**src/rtl/hazard_stall_unit.sv**
```systemverilog
// Hazard controller beside ID: load-use and mult/div stalls, taken-branch flush,
// and the mult/div busy window tracked by a two-state FSM with a down-counter.
module hazard_stall_unit #(
    parameter int MD_LATENCY = 4
) (
    input  logic        clk,
    input  logic        rst_n,
    input  logic        IDEX_MemRead,
    input  logic [4:0]  IDEXregRt,
    input  logic [4:0]  IFIDregRs,
    input  logic [4:0]  IFIDregRt,
    input  logic        IFID_UsesRt,
    input  logic        IFID_ReadsHiLo,
    input  logic        IFID_IsMD,
    input  logic        md_start,
    input  logic        branch_taken,
    output logic        PCWrite,
    output logic        IFIDWrite,
    output logic        IFID_Flush,
    output logic        IDEX_Bubble,
    output logic        md_busy,
    output logic        md_done,
    output logic [15:0] stall_cycles
);
    localparam logic [3:0] LP_LAT = 4'(MD_LATENCY);

    typedef enum logic {
        S_IDLE = 1'b0,
        S_BUSY = 1'b1
    } md_state_t;

    md_state_t   r_state;
    md_state_t   w_state_nxt;
    logic [3:0]  r_cnt;
    logic [3:0]  w_cnt_nxt;
    logic [15:0] r_stall_cycles;
    logic        w_lu;
    logic        w_mdh;
    logic        w_stall;

    assign w_lu = IDEX_MemRead && (IDEXregRt != 5'd0) &&
                  ((IDEXregRt == IFIDregRs) || (IFID_UsesRt && (IDEXregRt == IFIDregRt)));

    // A HI/LO consumer or a second mult/div waits until the last busy cycle.
    assign w_mdh = (IFID_ReadsHiLo || IFID_IsMD) &&
                   (((r_state == S_IDLE) && md_start) ||
                    ((r_state == S_BUSY) && (r_cnt > 4'd1)));

    assign w_stall = (w_lu || w_mdh) && !branch_taken;

    always_ff @(posedge clk or negedge rst_n) begin
        if (!rst_n) begin
            r_state <= S_IDLE;
            r_cnt   <= 4'd0;
        end else begin
            r_state <= w_state_nxt;
            r_cnt   <= w_cnt_nxt;
        end
    end

    // md_start while busy is dropped: the next md instruction is held in ID.
    always_comb begin
        w_state_nxt = r_state;
        w_cnt_nxt   = r_cnt;
        case (r_state)
            S_IDLE: begin
                if (md_start) begin
                    w_state_nxt = S_BUSY;
                    w_cnt_nxt   = LP_LAT;
                end
            end
            S_BUSY: begin
                if (r_cnt == 4'd1) begin
                    w_state_nxt = S_IDLE;
                    w_cnt_nxt   = 4'd0;
                end else begin
                    w_cnt_nxt = r_cnt - 4'd1;
                end
            end
            default: begin
                w_state_nxt = S_IDLE;
                w_cnt_nxt   = 4'd0;
            end
        endcase
    end

    // Gated by rst_n so a visible hazard cannot leak out during reset.
    always_comb begin
        PCWrite     = 1'b1;
        IFIDWrite   = 1'b1;
        IFID_Flush  = 1'b0;
        IDEX_Bubble = 1'b0;
        if (rst_n) begin
            if (branch_taken) begin
                IFID_Flush  = 1'b1;
                IDEX_Bubble = 1'b1;
            end else if (w_stall) begin
                PCWrite     = 1'b0;
                IFIDWrite   = 1'b0;
                IDEX_Bubble = 1'b1;
            end
        end
    end

    assign md_busy = (r_state == S_BUSY);
    assign md_done = (r_state == S_BUSY) && (r_cnt == 4'd1);

    always_ff @(posedge clk or negedge rst_n) begin
        if (!rst_n) begin
            r_stall_cycles <= 16'd0;
        end else if (!PCWrite && (r_stall_cycles != 16'hFFFF)) begin
            r_stall_cycles <= r_stall_cycles + 16'd1;
        end
    end

    assign stall_cycles = r_stall_cycles;

endmodule

```
**config.mk**
```make
export PLATFORM = sky130hd
export DESIGN_NAME = hazard_stall_unit
export DESIGN_NICKNAME = d
export VERILOG_FILES = /design/src/rtl/hazard_stall_unit.sv
export SDC_FILE = /design/constraint.sdc
export NUM_CORES = 1
export LEC_CHECK = 0
export BUFFER_PORTS_ARGS = -buffer_cell sky130_fd_sc_hd__buf_2
export CAP_MARGIN = 10
export CELL_PAD_IN_SITES_DETAIL_PLACEMENT = 0
export CELL_PAD_IN_SITES_GLOBAL_PLACEMENT = 1
export CORE_MARGIN = 8
export CORE_UTILIZATION = 37
export DETAILED_ROUTE_END_ITERATION = 16
export GPL_TIMING_DRIVEN = 0
export PLACE_DENSITY_LB_ADDON = 0.1
export SLEW_MARGIN = 20
export SYNTH_ARGS = -nofsm -noshare
export SYNTH_HDL_FRONTEND = slang
export SYNTH_SLANG_ARGS = --single-unit
```
**constraint.sdc**
```tcl
create_clock -name clk -period 2.5 [get_ports clk]
set_input_delay 0.125 -clock clk [delete_from_list [all_inputs] [get_ports clk]]
set_output_delay 0.125 -clock clk [all_outputs]
set_load 0.005 [all_outputs]
```
==> out/results.ini <==
[sta]
skew_ns = 0.00279
finalHoldViolations = 0
min_period_over_period = 0.883
finalSetupViolations = 0
slew_violations = 0
rsz0062_at_grt = false
fin_crit_ns = 2.21
fin_tns_setup_ns = 0
whs_ns = 0.0703
max_slew_margin = 0.638
worst_slew_pin_slew_ns = 0.542
fmax_ghz = 0.453

[logic_synthesis]
syn-instance-count = 130
synth-async-reset-ratio = 1.00
netlist-cell-type-count = 40
synth_area_leaders = dfrtp_1 (40%), xor2_1 (14%), nand3_1 (3.4%), nor2_1 (3.1%), ha_1 (2.8%)
synth_commonest_cells = dfrtp_1 (21), xor2_1 (21), nor2_1 (11)
synth-seq-area-share = 0.397
ys_seq_elements = 21
yosysWarnings = 0
yosys.area.top_type = dfrtp_1
synth_top_cell_area_share = 0.397
synth_area_per_cell_sq_um = 10.2
syn-cell-area_sq_mm = 0.00133
synthFlopType = dfrtp_1
synth_edf_count = 0
syn_nets = 156

[drt]
first_pass_iters = 4
wl_per_cell_um = 14.0
wl_met3_um = 324
drc = 0
wl_mm = 3.16
num_vias = 1125
ant_nets = 0
wl_met2_mm = 1.44
drt-met1-wl_mm = 1.37
drt_first_iter_violations = 63
avgViaCountPerCell = 5.00
highest_layer = met4

[critical_path]
cp_num_buf_inv = 3
critPathTopFamily = compound AO/OA/AOI/OAI gates
crit_chain = inv_1 -> ha_1 -> nor2_1 -> o31ai_2 -> o21ai_0 -> nand2b_1 -> buf_4 -> buf_2
r2r_setup_slack_ns = 0.38
r2r_end = stall_cycles[1]$_DFFE_PN0P_
crit_type = reg -> out
critical_path.startpoint_type = flip-flop
rr_worst_depth = 8
max_stage_delay_ns = 0.41
endpoint_kind = output pin
reg2reg_from = r_cnt[0]$_DFFE_PN0P_
cp.arrival_ns = 2.08
crit_path_max_fanout = 4
slowest_stage = dfrtp_1
required_ns = 2.38

[floorplanning]
io_pins = 45
initial_core_util = 0.391
die_x_um = 75.8
die-area_sq_mm = 0.00575
placement_rows = 21
die_h_um = 75.8
core_sq_mm = 0.00339

[run]
max_cap_violations = 0

[place]
io_buffer_count = 44
dp_hpwl_mm = 2.47
dpl_cell_area_sq_mm = 0.00160
gp_congestion = 0.771

[clocking]
postCtsSetupBuffers = 0
clk_latency_ns = 0.30
cts_buffers = 3
cts.sinks = 21
cts_tree = built
htree_levels = 1
clock_path_buffers = 2
clk_transition_reported_paths_ns = 0.12
clk_root_buffer_cell = clkbuf_4

[min_path]
min_path_type = in -> reg
hold_end = r_cnt[0]$_DFFE_PN0P_
holdPathStages = 2
hp-start = md_start

[cells_and_area]
multiInputGateArea_sq_um = 754
area_growth_pct = 23.7
layout.nets = 206
drive_above_1_share = 0.352
design_area_sq_mm = 0.00164
diodes = 0
ff_latch_area_sq_um = 526
fill_cells = 331

[pwr]
vdd_drop_max_uv = 346
p_per_area_mw_per_mm2 = 724
power.leakage_nw = 0.845

[global_route]
track_usage = 0.118
antenna_found_initial = 0
grt_pass1_vias = 1205
grt_start_max_net_pins = 25
grt_pass1_wl_mm = 5.28
grt-ovfl-total = 0

[outcome]
status = finished, final reports clean

==> cells by family after synthesis <==
| logic type | share of synthesized area |
|---|---|
| and+or+nand+nor | 0.254 |
| buffers and inverters | 0.0340 |
| muxes | 0.00850 |
| adders and majority gates | 0.0283 |
| AOI/OAI and AO/OA | 0.120 |
| xor gates and xnor gates | 0.159 |
| DFF | 0.397 |
==> cell type report <==
class / instances / area share
tap: 46 / 0.0351
clock buffer: 4 / 0.0160
buffer: 3 / 0.0183
timing repair buffer: 45 / 0.140
sequential: 21 / 0.321
inverter: 4 / 0.00916
multi-input combinational: 102 / 0.460
==> report_power, final <==
part | internal, W | total, W | switching (W)
Combinational | 0.000241 | 0.000516 | 0.000275
Clock | 0.0000622 | 0.000166 | 0.000104
Sequential | 0.000419 | 0.000505 | 0.0000863
Total | 0.000722 | 0.00119 | 0.000465
==> worst max-delay path by stage <==
stage,from,end,slack (ns),cells after the start
after floorplan,r_cnt[0]$_DFFE_PN0P_,stall_cycles[1]$_DFFE_PN0P_,0.60,8
after global placement,r_cnt[0]$_DFFE_PN0P_,stall_cycles[1]$_DFFE_PN0P_,0.44,8
after detailed placement,r_cnt[0]$_DFFE_PN0P_,stall_cycles[1]$_DFFE_PN0P_,0.43,8
after CTS,r_cnt[0]$_DFFE_PN0P_,PCWrite,0.25,8
after global routing,r_cnt[1]$_DFFE_PN0P_,PCWrite,0.12,8
final,r_cnt[0]$_DFFE_PN0P_,PCWrite,0.29,8
==> through the flow <==
step                      setup WS [ns]  total power [W]  utilization  std cells
after floorplan                   0.599         0.000854            -        130
after global placement            0.442          0.00101        0.473        220
after detailed placement          0.425          0.00103        0.473        220
after CTS                         0.249          0.00120        0.484        225
after global routing              0.124          0.00129        0.484        225
final                             0.293          0.00119        0.484        225
==> sequential cells by signal, indices dropped and copies added, names as in the netlist <==
signal        count
r_cnt             4
md_busy           1
stall_cycles     16
==> routing by layer <==
layer  vias up  GRT usage
met3         2     0.0434
met1       538      0.141
met5         -          0
met4         0     0.0320
met2        32      0.193
li1        553          -
==> cells in the final DEF, fill, tap and decap left out, drive strengths merged, types with 2 or more instances in the layout <==
cell type / n
inv: 4
o21ai: 3
nor4: 2
and2: 3
clkbuf: 4
nor2: 11
nand2: 9
ha: 3
xnor2: 3
nand3: 9
buf: 47
nand2b: 6
dfrtp: 21
and3: 2
xor2: 21
o31ai: 3
nor3: 11
==> what timing repair did <==
action	4_1_cts	5_1_grt
endpoints found under the hold margin	21	0
resized for setup	0	0
hold buffers	1	0
(Power assumes the default switching activity.)
